## src/rtl/alu_mc.sv

```systemverilog
`default_nettype none
// ============================================================================
// Module   : alu_mc
// Purpose  : Bus-driven ALU with W-bit datapath. Operand register A loads
//            from the bus; result register G is written on command. Supports
//            ADD/SUB/AND/OR/XOR/SLT/PASS in one cycle and an unsigned,
//            truncated shift-add multiply that takes W cycles with a
//            busy/done handshake.
// Ports    : clock    - system clock, rising edge
//            resetn   - asynchronous active-low reset
//            buswires - shared data bus (operand B, source for A)
//            ain      - load A from buswires at next edge
//            gin      - execute op / start multiply
//            op       - operation select (110 = MUL)
//            aluout   - register G
//            flag_z/n/c/v - status flags of the last written result
//            busy     - multiply in progress
//            done     - one-cycle pulse when a multiply result lands in G
// Revision : 1.0 - initial release
// ============================================================================
module alu_mc #(
  parameter int W  = 16,
  parameter int CW = $clog2(W + 1)
) (
  input  logic         clock,
  input  logic         resetn,
  input  logic [W-1:0] buswires,
  input  logic         ain,
  input  logic         gin,
  input  logic [2:0]   op,
  output logic [W-1:0] aluout,
  output logic         flag_z,
  output logic         flag_n,
  output logic         flag_c,
  output logic         flag_v,
  output logic         busy,
  output logic         done
);

  localparam logic [2:0] c_OP_ADD  = 3'b000;
  localparam logic [2:0] c_OP_SUB  = 3'b001;
  localparam logic [2:0] c_OP_AND  = 3'b010;
  localparam logic [2:0] c_OP_OR   = 3'b011;
  localparam logic [2:0] c_OP_XOR  = 3'b100;
  localparam logic [2:0] c_OP_SLT  = 3'b101;
  localparam logic [2:0] c_OP_MUL  = 3'b110;
  localparam logic [2:0] c_OP_PASS = 3'b111;

  typedef enum logic [0:0] {
    S_IDLE = 1'b0,
    S_RUN  = 1'b1
  } state_t;

  state_t         r_state;
  state_t         w_state_nxt;

  logic [W-1:0]   r_a;
  logic [W-1:0]   r_g;
  logic           r_z, r_n, r_c, r_v;
  logic           r_done;
  logic [W-1:0]   r_mcand;
  logic [W-1:0]   r_mplier;
  logic [W-1:0]   r_acc;
  logic [CW-1:0]  r_cnt;

  logic [W:0]     w_sum;
  logic [W:0]     w_dif;
  logic [W-1:0]   w_res;
  logic           w_c, w_v;
  logic [W-1:0]   w_acc_nxt;
  logic           w_mul_start;
  logic           w_mul_last;
  logic           w_alu_wr;

  // --------------------------------------------------------------------------
  // Single-cycle ALU. ADD/SUB are W+1 bits so the top bit yields carry or
  // borrow directly; SUB's carry flag is the inverted borrow.
  // --------------------------------------------------------------------------
  always_comb begin
    w_sum = {1'b0, r_a} + {1'b0, buswires};
    w_dif = {1'b0, r_a} - {1'b0, buswires};
    w_res = '0;
    w_c   = 1'b0;
    w_v   = 1'b0;
    case (op)
      c_OP_ADD: begin
        w_res = w_sum[W-1:0];
        w_c   = w_sum[W];
        w_v   = (r_a[W-1] == buswires[W-1]) && (w_sum[W-1] != r_a[W-1]);
      end
      c_OP_SUB: begin
        w_res = w_dif[W-1:0];
        w_c   = ~w_dif[W];
        // B's sign is effectively inverted for subtraction
        w_v   = (r_a[W-1] != buswires[W-1]) && (w_dif[W-1] != r_a[W-1]);
      end
      c_OP_AND:  w_res = r_a & buswires;
      c_OP_OR:   w_res = r_a | buswires;
      c_OP_XOR:  w_res = r_a ^ buswires;
      c_OP_SLT:  w_res = {{(W-1){1'b0}}, ($signed(r_a) < $signed(buswires))};
      c_OP_PASS: w_res = buswires;
      default:   w_res = '0;
    endcase
  end

  // One shift-add step; on the final step this is the truncated product.
  assign w_acc_nxt = r_mplier[0] ? (r_acc + r_mcand) : r_acc;

  // --------------------------------------------------------------------------
  // Control FSM: gin is only honoured in IDLE, so anything arriving while a
  // multiply runs (including the edge where it finishes) is dropped.
  // --------------------------------------------------------------------------
  always_ff @(posedge clock or negedge resetn) begin
    if (!resetn) begin
      r_state <= S_IDLE;
    end else begin
      r_state <= w_state_nxt;
    end
  end

  always_comb begin
    w_state_nxt = r_state;
    w_mul_start = 1'b0;
    w_mul_last  = 1'b0;
    w_alu_wr    = 1'b0;
    case (r_state)
      S_IDLE: begin
        if (gin) begin
          if (op == c_OP_MUL) begin
            w_mul_start = 1'b1;
            w_state_nxt = S_RUN;
          end else begin
            w_alu_wr = 1'b1;
          end
        end
      end
      S_RUN: begin
        if (r_cnt == CW'(1)) begin
          w_mul_last  = 1'b1;
          w_state_nxt = S_IDLE;
        end
      end
      default: w_state_nxt = S_IDLE;
    endcase
  end

  // --------------------------------------------------------------------------
  // Datapath registers
  // --------------------------------------------------------------------------
  always_ff @(posedge clock or negedge resetn) begin
    if (!resetn) begin
      r_a      <= '0;
      r_g      <= '0;
      r_z      <= 1'b0;
      r_n      <= 1'b0;
      r_c      <= 1'b0;
      r_v      <= 1'b0;
      r_done   <= 1'b0;
      r_mcand  <= '0;
      r_mplier <= '0;
      r_acc    <= '0;
      r_cnt    <= '0;
    end else begin
      // A is loaded regardless of busy; the multiplier works on its own copies.
      if (ain) begin
        r_a <= buswires;
      end

      r_done <= w_mul_last;

      if (w_mul_start) begin
        r_mcand  <= r_a;
        r_mplier <= buswires;
        r_acc    <= '0;
        r_cnt    <= CW'(W);
      end else if (r_state == S_RUN) begin
        r_acc    <= w_acc_nxt;
        r_mcand  <= {r_mcand[W-2:0], 1'b0};
        r_mplier <= {1'b0, r_mplier[W-1:1]};
        r_cnt    <= r_cnt - CW'(1);
      end

      if (w_mul_last) begin
        r_g <= w_acc_nxt;
        r_z <= (w_acc_nxt == '0);
        r_n <= w_acc_nxt[W-1];
        r_c <= 1'b0;
        r_v <= 1'b0;
      end else if (w_alu_wr) begin
        r_g <= w_res;
        r_z <= (w_res == '0);
        r_n <= w_res[W-1];
        r_c <= w_c;
        r_v <= w_v;
      end
    end
  end

  assign aluout = r_g;
  assign flag_z = r_z;
  assign flag_n = r_n;
  assign flag_c = r_c;
  assign flag_v = r_v;
  assign busy   = (r_state == S_RUN);
  assign done   = r_done;

endmodule
`default_nettype wire

```

## config.mk

```make
export PLATFORM = sky130hd
export DESIGN_NAME = alu_mc
export DESIGN_NICKNAME = d
export VERILOG_FILES = /design/src/rtl/alu_mc.sv
export SDC_FILE = /design/constraint.sdc
export NUM_CORES = 1
export LEC_CHECK = 0
export CAP_MARGIN = 25
export CELL_PAD_IN_SITES_DETAIL_PLACEMENT = 0
export CELL_PAD_IN_SITES_GLOBAL_PLACEMENT = 2
export CORE_MARGIN = 3
export CORE_UTILIZATION = 25
export DETAILED_ROUTE_END_ITERATION = 6
export PLACE_DENSITY = 0.7
export SLEW_MARGIN = 30
export SYNTH_ARGS = -nofsm -noshare
export SYNTH_HDL_FRONTEND = slang
export SYNTH_SLANG_ARGS = --single-unit
```

## constraint.sdc

```tcl
create_clock -name clock -period 3.2 [get_ports clock]
set_clock_uncertainty 0.2 [all_clocks]
set_input_delay 0.32 -clock clock [delete_from_list [all_inputs] [get_ports clock]]
set_output_delay 0.32 -clock clock [all_outputs]
set_load 0.01 [all_outputs]
```

==> flow_summary_export.csv <==
group,metric,value,unit
status,status,"complete, but fails checks",
status,violations,"negative setup slack",
cts,cts_tree,"done",
die,core,0.0292,mm2
place,place_area,0.00976,mm2
hold_path,min_path_cells,4,
cts,clk_path_buf_depth,2,
sta,hold_violations,0,
hold_path,whs_endpoint,"r_a[5]$_DFFE_PN0P_",
final_layout,n_antenna_cell,0,
cts,cts_buffers,9,
yosys,syn_inst,925,
sta,finalCritPeriodShare,103,%
cts,h-tree-depth,3,
pwr,p_clk_share,18.2,%
die,initial_utilization,25.8,%
pwr,p_leak,4.91,nW
sta,fmax,305,MHz
global_route,grt_max_degree,87,
detailed_routing,drc,0,
yosys,syn_nets,1025,
flow_run,drv_cap,0,
pwr,seq_power_share,29.0,%
setup_path,reg2reg_to,"aluout[14]$_DFFE_PN0P_",
cts,cts_root_buf,"clkbuf_16",
yosys,synth_edf_count,0,
setup_path,reg2reg_slack,-0.08,ns
final_layout,layout_commonest_cell,"buf_4",
yosys,synth_seq_cells,90,
setup_path,crit_required,3.25,ns
cts,insertion_delay,0.36,ns
place,io_buffers,44,
final_layout,num-fill-cells,3032,
setup_path,arrival,3.33,ns
detailed_routing,totalWireLength,26100,um
pwr,peakVddDrop,0.296,mV
place,gp_congestion,0.899,
sta,fin_crit,3.28,ns
setup_path,worstSetupEndpointType,"flop",
yosys,synthArstFlopShare,100,%
detailed_routing,ant_nets,0,
pwr,pwr-share-comb,52.8,%
die,core.rowCount,62,
yosys,synth_cell_types,80,
place,place_hpwl,19800,um
hold_path,hold_start,"buswires[5]",
final_layout,finalNonFillerCells,1527,
setup_path,worstRegToRegCells,12,
global_route,grt_antenna_before_repair,0,
final_layout,final_util,36.2,%
cts,clk_pin_slew,0.08,ns
detailed_routing,first_iter_violations,486,
sta,tightest_slew,0.906,ns
global_route,grt_pass1_wl,42200,um
die,die-height,180,um
global_route,grt_overflow_total,0,
place,post-place-ws,-0.790,ns
global_route,first_global_vias,7618,
setup_path,critPathKind,"reg -> reg",
sta,rsz0062_at_grt,"true",
final_layout,area_growth,40.4,%
yosys,synth_ff_type,"dfrtp_1",
setup_path,critPathLaunchType,"flop",
place,dp.cells,1495,
final_layout,multiInputGateArea,0.00524,mm2
sta,fin_ws,-0.0832,ns
final_layout,ff_latch_area,0.00226,mm2
cts,numClockSinks,90,
yosys,syn_area_per_cell,8.16,um2
setup_path,worstReg2RegStart,"r_a[0]$_DFFE_PN0P_",
final_layout,finalNetCount,1238,
die,io_pins,45,
yosys,synthTopCellsByArea,"dfrtp_1, ha_1, o21ai_0",
sta,max_slew_margin,39.6,%
pwr,p_sw,2.60,mW
yosys,yosysTopAreaCell,"dfrtp_1",
yosys,synth_top_cell_area_share,29.8,%
detailed_routing,routedWlPerCell,17.1,um
pwr,powerDensity,594,mW/mm2
final_layout,final_cell_mix,"buf_4, nand2_1, dfrtp_1",
detailed_routing,vias,7448,
pwr,p_int,3.69,mW
final_layout,drive_gt1_share,28.1,%
detailed_routing,dr.pass1.iters,7,
hold_path,min_path_type,"in -> reg",
sta,finalSetupViolations,3,
pwr,total_power,6.29,mW
setup_path,cp_max_fo,3,
detailed_routing,vias_per_cell,4.88,
yosys,yosys_warnings,0,
yosys,syn_area,0.00755,mm2
final_layout,stdcell_area,0.0106,mm2
sta,maxSlewViolCount,0,
yosys,ys_seq_area_share,29.8,%
die,dieArea,0.0323,mm2
die,die_w,180,um
pwr,p_sw_share,41.4,%
global_route,grt_use_total,16.0,%
registers in the layout, indices dropped and copies added (netlist names):
| signal | flops |
|---|---|
| r_acc | 16 |
| r_cnt | 5 |
| r_mcand | 16 |
| flag_z | 1 |
| r_a | 16 |
| flag_c | 1 |
| flag_v | 1 |
| aluout | 16 |
| done | 1 |
| busy | 1 |
| r_mplier | 16 |
power groups by stage:
stage | registers, mW | clock network [mW] | logic (mW)
after floorplan | 1.79 | 0 | 1.84
after global placement | 1.85 | 0 | 3.09
after detailed placement | 1.85 | 0 | 3.12
after CTS | 1.83 | 1.18 | 3.26
after global routing | 1.88 | 1.22 | 3.70
final | 1.82 | 1.14 | 3.32
per-stage QoR:
step           hold WS (ns)  TNS, ns
2_1_floorplan        -0.176        0
3_3_place_gp          0.238    -5.65
3_5_place_dp          0.248    -5.77
4_1_cts               0.240   -0.166
5_1_grt               0.206   -0.939
6_report              0.155   -0.186
Yosys cell counts, types with 6 or more instances:
master / instances
nor3_1: 21
o21a_1: 6
a21o_1: 16
mux2i_1: 33
a221o_1: 6
xnor2_1: 9
a31oi_1: 6
o22ai_1: 7
nand2b_1: 17
inv_1: 47
nor2b_1: 10
a211oi_1: 13
nand3_1: 7
nor2_1: 83
buf_2: 11
a22oi_1: 10
o21ai_0: 89
xor2_1: 10
clkbuf_1: 39
o211ai_1: 7
nand2_1: 117
ha_1: 74
dfrtp_1: 90
a21oi_1: 72
o21bai_1: 6
o221ai_1: 8
or3_1: 6
o31ai_1: 9
per-layer routing:
layer | share of wire, % | up-vias | GRT usage [%]
met5 | 0 | - | 0
met4 | 1.6 | 0 | 3.53
met3 | 2.8 | 25 | 2.20
met2 | 47 | 122 | 26.6
met1 | 49 | 3593 | 22.3
li1 | - | 3708 | -
worst max path at each step:
| stage | from | end | slack, ns | cells past startpoint |
|---|---|---|---|---|
| after floorplan | r_a[0]$_DFFE_PN0P_ | aluout[14]$_DFFE_PN0P_ | 0.02 | 12 |
| after global placement | buswires[0] | flag_z$_DFFE_PN0P_ | -0.78 | 14 |
| after detailed placement | buswires[0] | flag_z$_DFFE_PN0P_ | -0.79 | 14 |
| after CTS | r_a[0]$_DFFE_PN0P_ | flag_z$_DFFE_PN0P_ | -0.06 | 13 |
| after global routing | r_acc[0]$_DFFE_PN0P_ | flag_z$_DFFE_PN0P_ | -0.19 | 13 |
| final | r_a[0]$_DFFE_PN0P_ | aluout[14]$_DFFE_PN0P_ | -0.08 | 12 |
kinds of logic after synthesis:
group / synth area share (%)
compound gates: 26.3
buf+inv: 6.05
xor+xnor: 2.20
flops: 29.8
simple gates: 17.7
fa+ha+maj: 13.1
mux: 4.82
cell type report:
class                           instances  share of cell area [%]
Multi-Input combinational cell        726                    49.5
Clock inverter                          7                   0.720
Tap cell                              384                    4.53
Timing Repair Buffer                  261                    20.1
Sequential cell                        90                    21.3
Clock buffer                            9                    2.12
Inverter                               50                    1.77
what timing repair did:
action | in CTS | in global routing
buffers inserted | 11 | 5
pin swaps | 21 | 30
gates cloned | 0 | 0
hold buffers | 1 | 0
endpoints found under the hold margin | 50 | 0
endpoints found under the setup margin | 11 | 12
resized for setup | 58 | 33
critical path, cell delays in order (launching register included):
cell and delay (ns):
dfrtp_1 0.40, inv_2 0.07, ha_4 0.16, fa_2 0.36, o21bai_4 0.16, nand2_4 0.08, a2111oi_4 0.45, nor3_2 0.09
o41a_1 0.43, nand2_1 0.09, nand2_1 0.05, a221o_1 0.35, a221o_1 0.30
(Power assumes the default switching activity.)
